`config.mk`:
```
export PLATFORM = sky130hd
export DESIGN_NAME = icache_fetch_responder_flat
export DESIGN_NICKNAME = d
export VERILOG_FILES = /design/src/rtl/icache_fetch_responder_if.sv /design/src/rtl/icache_fetch_responder.sv /design/src/flat_wrapper.sv
export SDC_FILE = /design/constraint.sdc
export NUM_CORES = 1
export LEC_CHECK = 0
export ABC_AREA = 1
export ABC_CLOCK_PERIOD_IN_PS = 4900
export CORE_MARGIN = 1.5
export CORE_UTILIZATION = 54
export CTS_BUF_LIST = sky130_fd_sc_hd__clkbuf_4 sky130_fd_sc_hd__clkbuf_8 sky130_fd_sc_hd__clkbuf_16
export DETAILED_ROUTE_END_ITERATION = 10
export DONT_BUFFER_PORTS = 1
export PLACE_DENSITY_LB_ADDON = 0.1
export SETUP_SLACK_MARGIN = 0.02
export SLEW_MARGIN = 40
export SYNTH_ARGS = -nofsm -noshare
export SYNTH_HDL_FRONTEND = slang
export SYNTH_SLANG_ARGS = --single-unit
```
`constraint.sdc`:
```
create_clock -name CLK -period 4.9 [get_ports CLK]
set_input_delay 0.98 -clock CLK [delete_from_list [all_inputs] [get_ports CLK]]
set_output_delay 0.98 -clock CLK [all_outputs]
set_load 0.02 [all_outputs]
```
`src/rtl/icache_fetch_responder_if.sv`:
```
// Bundle of icache fill-request and RAM-port signals seen by the fetch responder.
// The slave modport is the responder's view; master is the surrounding caches and RAM.
interface icache_fetch_responder_if #(
    parameter int CPUS = 2
);
    logic [CPUS-1:0]       iREN;
    logic [CPUS-1:0][31:0] iaddr;
    logic [CPUS-1:0]       iwait;
    logic [CPUS-1:0][31:0] iload;
    logic                  dbusy;
    logic                  ramREN;
    logic [31:0]           ramaddr;
    logic [31:0]           ramload;
    logic [1:0]            ramstate;
    logic                  ibusy;
    logic [7:0]            err_cnt;

    modport slave (
        input  iREN, iaddr, dbusy, ramload, ramstate,
        output iwait, iload, ramREN, ramaddr, ibusy, err_cnt
    );

    modport master (
        output iREN, iaddr, dbusy, ramload, ramstate,
        input  iwait, iload, ramREN, ramaddr, ibusy, err_cnt
    );
endinterface

```
`src/rtl/icache_fetch_responder.sv`:
```
// Round-robin instruction-fill responder: grants one icache at a time a single-word
// RAM read, yields to the data side on dbusy, and counts RAM error cycles.
module icache_fetch_responder #(
    parameter int CPUS    = 2,
    parameter int CPUID_W = (CPUS > 1) ? $clog2(CPUS) : 1
) (
    input logic                      CLK,
    input logic                      nRST,
    icache_fetch_responder_if.slave  bus
);

    typedef enum logic {
        IDLE = 1'b0,
        REQ  = 1'b1
    } state_e;

    localparam logic [1:0] RAM_ACCESS = 2'b10;
    localparam logic [1:0] RAM_ERROR  = 2'b11;

    state_e               state_q;
    logic [CPUID_W-1:0]   rr_ptr_q;
    logic [CPUID_W-1:0]   gnt_q;
    logic [31:0]          lat_addr_q;
    logic [7:0]           err_cnt_q;

    logic                 arb_found;
    logic [CPUID_W-1:0]   arb_idx;
    logic [CPUID_W:0]     arb_sum;
    logic                 in_req;
    logic                 req_abort;
    logic                 req_done;
    logic                 req_err;
    logic [CPUID_W-1:0]   gnt_next;

    // Scan from the far end back toward rr_ptr so the nearest requester wins last.
    // NOTE: every always_comb output gets a default first so no path can infer a latch.
    always_comb begin
        arb_found = 1'b0;
        arb_idx   = '0;
        arb_sum   = '0;
        for (int k = CPUS - 1; k >= 0; k--) begin
            arb_sum = {1'b0, rr_ptr_q} + (CPUID_W + 1)'(k);
            if (arb_sum >= (CPUID_W + 1)'(CPUS))
                arb_sum = arb_sum - (CPUID_W + 1)'(CPUS);
            if (bus.iREN[arb_sum[CPUID_W-1:0]]) begin
                arb_found = 1'b1;
                arb_idx   = arb_sum[CPUID_W-1:0];
            end
        end
    end

    // A redirected PC or dropped request makes the in-flight word useless to the core.
    assign in_req    = (state_q == REQ);
    assign req_abort = bus.dbusy || !bus.iREN[gnt_q] || (bus.iaddr[gnt_q] != lat_addr_q);
    assign req_done  = in_req && !req_abort && (bus.ramstate == RAM_ACCESS);
    assign req_err   = in_req && !req_abort && (bus.ramstate == RAM_ERROR);
    assign gnt_next  = (gnt_q == CPUID_W'(CPUS - 1)) ? '0 : gnt_q + 1'b1;

    always_comb begin
        bus.iwait = '1;
        bus.iload = '0;
        if (req_done) begin
            bus.iwait[gnt_q] = 1'b0;
            bus.iload[gnt_q] = bus.ramload;
        end
    end

    assign bus.ramREN  = in_req && !req_abort;
    assign bus.ramaddr = in_req ? lat_addr_q : 32'h0;
    assign bus.ibusy   = in_req;
    assign bus.err_cnt = err_cnt_q;

    // NOTE: state registers use non-blocking assignments so every flop samples pre-edge values.
    always_ff @(posedge CLK or negedge nRST) begin
        if (!nRST) begin
            state_q    <= IDLE;
            rr_ptr_q   <= '0;
            gnt_q      <= '0;
            lat_addr_q <= 32'h0;
            err_cnt_q  <= 8'h0;
        end else begin
            case (state_q)
                IDLE: begin
                    if (!bus.dbusy && arb_found) begin
                        gnt_q      <= arb_idx;
                        lat_addr_q <= bus.iaddr[arb_idx];
                        state_q    <= REQ;
                    end
                end
                REQ: begin
                    if (req_abort) begin
                        state_q <= IDLE;
                    end else if (req_done) begin
                        rr_ptr_q <= gnt_next;
                        state_q  <= IDLE;
                    end else if (req_err && err_cnt_q != 8'hFF) begin
                        err_cnt_q <= err_cnt_q + 8'h1;
                    end
                end
                default: state_q <= IDLE;
            endcase
        end
    end

endmodule

```
`src/flat_wrapper.sv`:
```
// flat-port wrapper written by rule: the top's interface ports become plain ports
module icache_fetch_responder_flat 
#(
    parameter int CPUS    = 2,
    parameter int CPUID_W = (CPUS > 1) ? $clog2(CPUS) : 1
)
  (CLK, nRST, bus_iREN, bus_iaddr, bus_dbusy, bus_ramload, bus_ramstate, bus_iwait, bus_iload, bus_ramREN, bus_ramaddr, bus_ibusy, bus_err_cnt);
  icache_fetch_responder_if #(.CPUS(CPUS)) bus_i ();
  input logic CLK;
  input logic nRST;
  input wire logic [$bits(bus_i.iREN)-1:0] bus_iREN;
  input wire logic [$bits(bus_i.iaddr)-1:0] bus_iaddr;
  input wire logic [$bits(bus_i.dbusy)-1:0] bus_dbusy;
  input wire logic [$bits(bus_i.ramload)-1:0] bus_ramload;
  input wire logic [$bits(bus_i.ramstate)-1:0] bus_ramstate;
  output wire logic [$bits(bus_i.iwait)-1:0] bus_iwait;
  output wire logic [$bits(bus_i.iload)-1:0] bus_iload;
  output wire logic [$bits(bus_i.ramREN)-1:0] bus_ramREN;
  output wire logic [$bits(bus_i.ramaddr)-1:0] bus_ramaddr;
  output wire logic [$bits(bus_i.ibusy)-1:0] bus_ibusy;
  output wire logic [$bits(bus_i.err_cnt)-1:0] bus_err_cnt;
  assign bus_i.iREN = bus_iREN;
  assign bus_i.iaddr = bus_iaddr;
  assign bus_i.dbusy = bus_dbusy;
  assign bus_i.ramload = bus_ramload;
  assign bus_i.ramstate = bus_ramstate;
  assign bus_iwait = bus_i.iwait;
  assign bus_iload = bus_i.iload;
  assign bus_ramREN = bus_i.ramREN;
  assign bus_ramaddr = bus_i.ramaddr;
  assign bus_ibusy = bus_i.ibusy;
  assign bus_err_cnt = bus_i.err_cnt;
  icache_fetch_responder #(.CPUS(CPUS), .CPUID_W(CPUID_W)) u_core (.CLK(CLK), .nRST(nRST), .bus(bus_i));
endmodule
```
Word level (Yosys, flattened, before mapping)

Index checks and enable logic that the tools add are counted.

Flip-flop bits (word level): 43
Input port bits: 103
Output and inout port bits: 108
Logic and storage cells: 68

Add/subtract/negate cells: 5
Order comparisons: 7
Equal/unequal tests: 4
Muxes and demuxes: 28
Bitwise operators: 5
Reduce and logical (&&, ||, !) cells: 14

Operator list:

| operator            | count |
|---|---|
| $mux 32             | 6 |
| $and 64x64->64      | 1 |
| $mux 64             | 1 |
| $demux 32 s1        | 1 |
| $ne 32x32->1        | 1 |
| $mux 1              | 17 |
| $add 8x1->8 const B | 1 |
| $lt 1x2->1 const B  | 4 |
| $ne 8x8->1 const B  | 1 |
| $logic_and 1x1->1   | 6 |
| $eq 2x2->1 const B  | 2 |
| $reduce_and 4->1    | 1 |
| $logic_not 1->1     | 3 |
| $not 1->1           | 3 |
| $reduce_and 3->1    | 1 |
| $add 1x1->2 const B | 1 |
| $ge 1x2->1 const B  | 1 |
| $ge 2x2->1 const B  | 1 |
| $logic_or 1x1->1    | 2 |
| $mux 2              | 1 |
| $not 2->2           | 1 |
| $pmux 1 s2          | 1 |
| $reduce_and 2->1    | 1 |
| $sub 1x1->1 const B | 2 |
| other kinds (3)     | 3 |

Logic depth before layout (Yosys ltp)

Depth after elaboration: 11
Depth in mapped cells: 18

Least setup slack after synthesis

Ideal clock, no wire load.

Path kind: input-to-output
Start: input bus_iaddr[16]
End: output bus_iload[23]
Data arrival time: 2419 ps
Required time: 3920 ps
Path slack: 1501 ps
Stages: 10
Cells stage by stage: inv_1 o21ai_1 xor2_1 inv_1 nor2_1 nand3b_1 nor2_4 nand3_2 buf_2 nor2_1

Longest elaborated chain between the ends: 8

Ends and longest elaborated chain:

| element                                     | RTL line                     | text |
|---|---|---|
| start: declaration                          | flat_wrapper.sv:12           | `input wire logic [$bits(bus_i.iaddr)-1:0] bus_iaddr;` |
| $mux 32 (not written as such) (2 in series) | icache_fetch_responder.sv:54 | `assign req_abort = bus.dbusy \|\| !bus.iREN[gnt_q] \|\| (bus.iaddr[gnt_q] != lat_addr_q);` |
| $ne 32x32->1                                | icache_fetch_responder.sv:54 |  |
| $logic_or 1x1->1                            | icache_fetch_responder.sv:54 |  |
| $logic_not 1->1                             | icache_fetch_responder.sv:55 | `assign req_done = in_req && !req_abort && (bus.ramstate == RAM_ACCESS);` |
| $logic_and 1x1->1 (2 in series)             | icache_fetch_responder.sv:55 |  |
| $mux 64                                     | icache_fetch_responder.sv:62 | `if (req_done) begin` |
| end: declaration                            | flat_wrapper.sv:17           | `output wire logic [$bits(bus_i.iload)-1:0] bus_iload;` |

No other way between the ends. The select of a mux whose other input is x is not followed.

Final worst setup path

Start: register u_core.gnt_q
End: output bus_iload[40]

Longest elaborated chain between the ends: 9
Elaborated cells between the ends (all ways): 18
Classes of those cells: 2 x order compare; 1 x eq/ne; 7 x mux; 1 x bitwise; 7 x reduce/logical

Ends and longest elaborated chain:

| element                                                         | RTL line                     | text |
|---|---|---|
| start: declaration                                              | icache_fetch_responder.sv:22 | `logic [CPUID_W-1:0] gnt_q;` |
| start signal: assignment                                        | icache_fetch_responder.sv:85 | `gnt_q <= arb_idx;` |
| parallel branches: the longest is 8 deep, another holds $mux 32 | n/a                          |  |
| $mux 64 *                                                       | icache_fetch_responder.sv:62 |  |

Every way passes the cells marked *. The select of a mux whose other input is x is not followed.

==> flow_summary.yaml <==
power:
  p_leak_uw: 0.00298
  p_clk_share_pct: 24.7
  power_switching_uw: 539
  max-vdd-ir-drop_uv: 245
  combPwrFrac_pct: 39.9
  p_sw_share_pct: 43.0
  pwr_density_cell_nw_per_um2: 265
  seqPwrFrac_pct: 35.4
  power.internal_uw: 715
  power_uw: 1250
floorplan:
  dieArea_um2: 8170
  die_h_um: 90.4
  pin_count: 211
  core_area_um2: 7330
  start_util_pct: 56.3
  fp.dieW_um: 90.4
  rows: 31
setup_path:
  critPathMaxFanout: 38
  critical_path.top_delay_family: "simple AND/OR/NAND/NOR gates"
  crit_chain: "inv_2 -> nand2_1 -> nand3_1 -> nand2_1 -> nor2_1 -> nand2_1 -> nor2_1 -> nand3_1 -> nor2_4 -> buf_4 -> nand3_4 -> nor2_1 -> buf_4"
  required_ns: 3.92
  cpPeakStageDelay_ns: 0.54
  worstSetupStartpointType: "flop"
  cp.buffers_inverters: 3
  crit_type: "flop to output pin"
  arrival_ns: 3.26
  critPathCaptureType: "output pin"
  critPathSlowestCell: "inv_2"
timing:
  period_share_pct: 86.6
  period_needed_ns: 4.24
  slew_headroom_pct: 51.2
  clock.fmax_mhz: 236
  setup_ws_ns: 0.657
  finalSetupViolations: 0
  hold_violations: 0
  maxSlewViolCount: 0
  setup_tns_ns: 0
  skew_ns: 0.0100
  tightest_slew_ns: 0.731
  rsz0062_at_grt: "false"
clock_network:
  postCtsHoldBufs: 0
  cts_root_buf: "clkbuf_8"
  htree_levels: 2
  cts_tree: "yes"
  path_clk_slew_ns: 0.09
  cts.path.max_buffers: 2
  cts_buffers: 5
  numClockSinks: 43
  clkLatencyLatePin_ns: 0.32
  postCtsSetupBuffers: 0
  ctsResizeCount: 0
synthesis:
  syn_avg_cell_area_um2: 5.40
  syn-cell-area_um2: 4120
  synthDistinctLibCells: 25
  ys_seq_area_share_pct: 26.1
  ys_ff_latch: 43
  synthCells: 764
  synth_warnings: 0
  synth_nets: 868
placement:
  dp_slack_ns: 1.07
  io_buffers: 0
  hpwl_um: 10300
  gp_congestion: 0.924
drt:
  wl_per_cell_um: 15.2
  drtIter0Drc: 381
  drtPass1Iterations: 6
  viasPerCell: 5.46
  vias: 4966
  drc_errors: 0
  ant_nets: 0
  wl_um: 13900
cells_and_area:
  antenna_cells: 0
  multi_input_area_um2: 2350
  drive_gt1_share_pct: 10.7
  utilization_pct: 64.6
  area_delta_synth_final_pct: 14.8
  seq_area_um2: 1080
  nFillCells: 711
  finalNetCount: 913
outcome:
  status: "finished clean"
flow_run:
  maxCapViolations: 0
global_route:
  grt_pass1_vias: 4684
  grt_pass1_wl_um: 22100
  grt_remaining_overflow: 0
  antenna_found_initial: 0
  grt_usage_pct: 33.0
  grt_max_degree: 60
hold_path:
  hold_class: "primary input to asynchronous set/reset pin"
[logic make-up (layout without fill, tap and decap cells)]
| group | after synthesis | count (layout) | synth area share [%] |
|---|---|---|---|
| buffers and inverters | 175 | 221 | 17.3 |
| AOI/OAI and AO/OA | 81 | 81 | 10.6 |
| and+or+nand+nor | 462 | 462 | 45.2 |
| xor gates and xnor gates | 2 | 2 | 0.425 |
| DFF | 43 | 43 | 26.1 |
| adders and majority gates | 1 | 1 | 0.303 |
[per-layer routing]
layer,GRT usage (%),wire length [um],vias to the layer above
met1,43.8,5790,2297
met3,7.15,1350,22
li1,-,-,2402
met2,53.2,6500,245
met4,11.1,222,0
met5,0,0,-
[stage by stage]
stage	hold WS, ns	area [um2]	cells
floorplan	0.497	4120	764
global placement	0.535	4610	901
detailed placement	0.556	4620	901
CTS	0.345	4730	909
global route	0.340	4740	909
finish	0.342	4740	909
[registers in the layout, indices dropped and copies added, names as in the netlist]
register	cells
u_core.gnt_q	1
u_core.rr_ptr_q	1
u_core.lat_addr_q	32
u_core.bus.ibusy	1
u_core.bus.err_cnt	8
[area by class of cell]
type | instances | share of cell area (%)
multi-input cells | 546 | 49.7
repair buffers | 71 | 11.3
clock buffers | 6 | 1.74
inverters | 142 | 11.3
clock inverters | 2 | 0.740
well taps | 99 | 2.62
flip-flops and latches | 43 | 22.7
[Yosys cell counts (all sizes together)]
cell | n | area (um2)
o31ai | 1 | 7.51
dfrtp | 43 | 1080
buf | 16 | 118
and3 | 1 | 6.26
nand3b | 1 | 7.51
nand4 | 9 | 56.3
clkinv | 1 | 3.75
clkbuf | 17 | 63.8
nor3 | 5 | 25.0
o21ai | 36 | 180
xor2 | 2 | 17.5
o22ai | 24 | 150
inv | 141 | 529
nand3 | 55 | 293
a21oi | 20 | 100
ha | 1 | 12.5
nor2 | 130 | 495
and2 | 1 | 6.26
nand2 | 260 | 976
[power by group through the flow]
| stage | Combinational (uW) | Clock (uW) | Sequential [uW] |
|---|---|---|---|
| after detailed placement | 488 | 0 | 450 |
| final | 501 | 310 | 444 |
| after global routing | 561 | 316 | 450 |
| after floorplan | 397 | 0 | 440 |
| after CTS | 491 | 308 | 443 |
| after global placement | 474 | 0 | 447 |
[layout by cell type, fill, tap and decap left out, drive strengths merged, types with 6 or more instances in the layout]
cell    instances
a21oi          20
nor2          130
nand2         260
nand3          55
inv           141
nand4           9
dfrtp          43
o21ai          36
o22ai          24
clkbuf          6
buf            71
[worst paths after layout]
| path | from | slack, ns | depth (start not counted) | end |
|---|---|---|---|---|
| min in group CLK | u_core.lat_addr_q[16]$_DFFE_PN0P_ | 0.57 | 2 | u_core.lat_addr_q[16]$_DFFE_PN0P_ |
| max | u_core.gnt_q$_DFFE_PN0P_ | 0.66 | 13 | bus_iload[40] |
| min | nRST | 0.34 | 0 | u_core.lat_addr_q[26]$_DFFE_PN0P_ |
| min reg2reg | u_core.lat_addr_q[16]$_DFFE_PN0P_ | 0.57 | 2 | u_core.lat_addr_q[16]$_DFFE_PN0P_ |
| max reg2reg | u_core.gnt_q$_DFFE_PN0P_ | 2.03 | 13 | u_core.rr_ptr_q$_DFFE_PN0P_ |
| max in group asynchronous | nRST | 4.45 | 0 | u_core.bus.err_cnt[6]$_DFFE_PN0P_ |
No activity file was read; power rests on OpenSTA's default activity.
==> edit: new RTL, same flow settings <==
`CPUS` is set to 2 in 3 places; all go to 1.
--- a/src/rtl/icache_fetch_responder_if.sv
+++ b/src/rtl/icache_fetch_responder_if.sv
@@ -2,5 +2,5 @@
 // The slave modport is the responder's view; master is the surrounding caches and RAM.
 interface icache_fetch_responder_if #(
-    parameter int CPUS = 2
+    parameter int CPUS = 1
 );
     logic [CPUS-1:0]       iREN;
--- a/src/rtl/icache_fetch_responder.sv
+++ b/src/rtl/icache_fetch_responder.sv
@@ -2,5 +2,5 @@
 // RAM read, yields to the data side on dbusy, and counts RAM error cycles.
 module icache_fetch_responder #(
-    parameter int CPUS    = 2,
+    parameter int CPUS    = 1,
     parameter int CPUID_W = (CPUS > 1) ? $clog2(CPUS) : 1
 ) (
--- a/src/flat_wrapper.sv
+++ b/src/flat_wrapper.sv
@@ -2,5 +2,5 @@
 module icache_fetch_responder_flat 
 #(
-    parameter int CPUS    = 2,
+    parameter int CPUS    = 1,
     parameter int CPUID_W = (CPUS > 1) ? $clog2(CPUS) : 1
 )
Ports: changed (resized bus_iREN, bus_iaddr, bus_iload and bus_iwait); port bits go from 211 to 145. No check against the original RTL was run, so the function may have changed too.
==> edit against the original RTL <==
Die area shrank 24%; cell count shrank 36%; core utilization shrank 5.6 points; synthesized area shrank 25%; global-route usage shrank 9.7 points; routed wire length shrank 47%; non-clock buffer count shrank 69; worst setup slack gained 0.60 ns; via count shrank 43%; sequential cell count shrank 2; final area shrank 31%; synthesized cell count shrank 33%; critical path type is now input pin to primary output; critical endpoint is now bus_iload[18]; largest cell class unchanged; highest routed layer unchanged.
Power is not compared: it rests on default switching activity, and its combinational part moved more than twofold at a synthesized area within 25%.
==> edit: results (changes against the original RTL) <==
INFO  metric first_iter_violations = 126 (was 381)
INFO  metric worstSetupEndpoint = bus_iload[18] (was bus_iload[40])
INFO  metric fraction_of_area_in_multi_input_gates = 47.0% (was 49.7%)
INFO  metric skew = 0.00590 ns (was 0.0100 ns)
INFO  metric grt_first_pass_wirelength = 11.4 mm (was 22.1 mm)
INFO  metric grt_util_met3 = 5.06% (was 7.15%)
INFO  metric max_stage_delay = 0.49 ns (was 0.54 ns)
INFO  metric nNetsFinal = 580 (was 913)
INFO  metric cp_slowest_cell = sky130_fd_sc_hd__nor2_1 (was sky130_fd_sc_hd__inv_2)
INFO  metric nonClockInverterCount = 128 (was 142)
INFO  metric synth-compound-area-share = 5.87% (was 10.6%)
INFO  metric synth.top_cells.by_area = sky130_fd_sc_hd__dfrtp_1 (33%), sky130_fd_sc_hd__nand2_1 (23%), sky130_fd_sc_hd__inv_1 (15%) (was sky130_fd_sc_hd__dfrtp_1 (26%), sky130_fd_sc_hd__nand2_1 (24%), sky130_fd_sc_hd__inv_1 (13%))
INFO  metric synth_top_area_share = 33.0% (was 26.1%)
INFO  metric layout.clock_buffers = 7 (was 6)
INFO  metric dr_total_vias = 2836 (was 4966)
INFO  metric slew_headroom = 52.6% (was 51.2%)
INFO  metric avgRoutedWirePerCell = 12.5 µm (was 15.2 µm)
INFO  metric wl_met3 = 422 µm (was 1.35 mm)
INFO  metric ff2ff_path_depth = 5 (was 13)
INFO  metric fin_hold_ws = 0.365 ns (was 0.342 ns)
INFO  metric num-multi-input-gates = 331 (was 546)
INFO  metric buffers = 2 (was 71)
INFO  metric groute.layer.met2.usage = 36.3% (was 53.2%)
INFO  metric outcome = completed (unchanged)
INFO  metric clockNetworkAreaShare = 3.68% (was 2.48%)
INFO  metric maximum_number_of_pins_on_one_net_before_global_route_repair = 42 (was 60)
INFO  metric worst_r2r_startpoint = u_core.bus.ibusy$_DFF_PN0_ (was u_core.gnt_q$_DFFE_PN0P_)
==> edit: cell types whose count changed after synthesis, moves of 4 or more <==
cell | before | now
sky130_fd_sc_hd__buf_2 | 10 | 1
sky130_fd_sc_hd__o22ai_1 | 24 | 0
sky130_fd_sc_hd__nor3_1 | 5 | 1
sky130_fd_sc_hd__nor2_1 | 129 | 45
sky130_fd_sc_hd__xor2_1 | 2 | 6
sky130_fd_sc_hd__a21oi_1 | 20 | 1
sky130_fd_sc_hd__nand3_1 | 53 | 6
sky130_fd_sc_hd__inv_1 | 140 | 127
sky130_fd_sc_hd__nand4_1 | 9 | 15
sky130_fd_sc_hd__nor2_2 | 0 | 20
sky130_fd_sc_hd__nand2_1 | 260 | 187
sky130_fd_sc_hd__clkbuf_1 | 17 | 8
==> edit: stage by stage <==
step                      instance area, µm²  utilization, %  instances
after global placement                  3140            56.7        574
after detailed placement                3150            56.8        574
after CTS                               3270            59.0        582
after global routing                    3270            59.0        582
after floorplan                         3110               -        513
final                                   3270            59.0        582
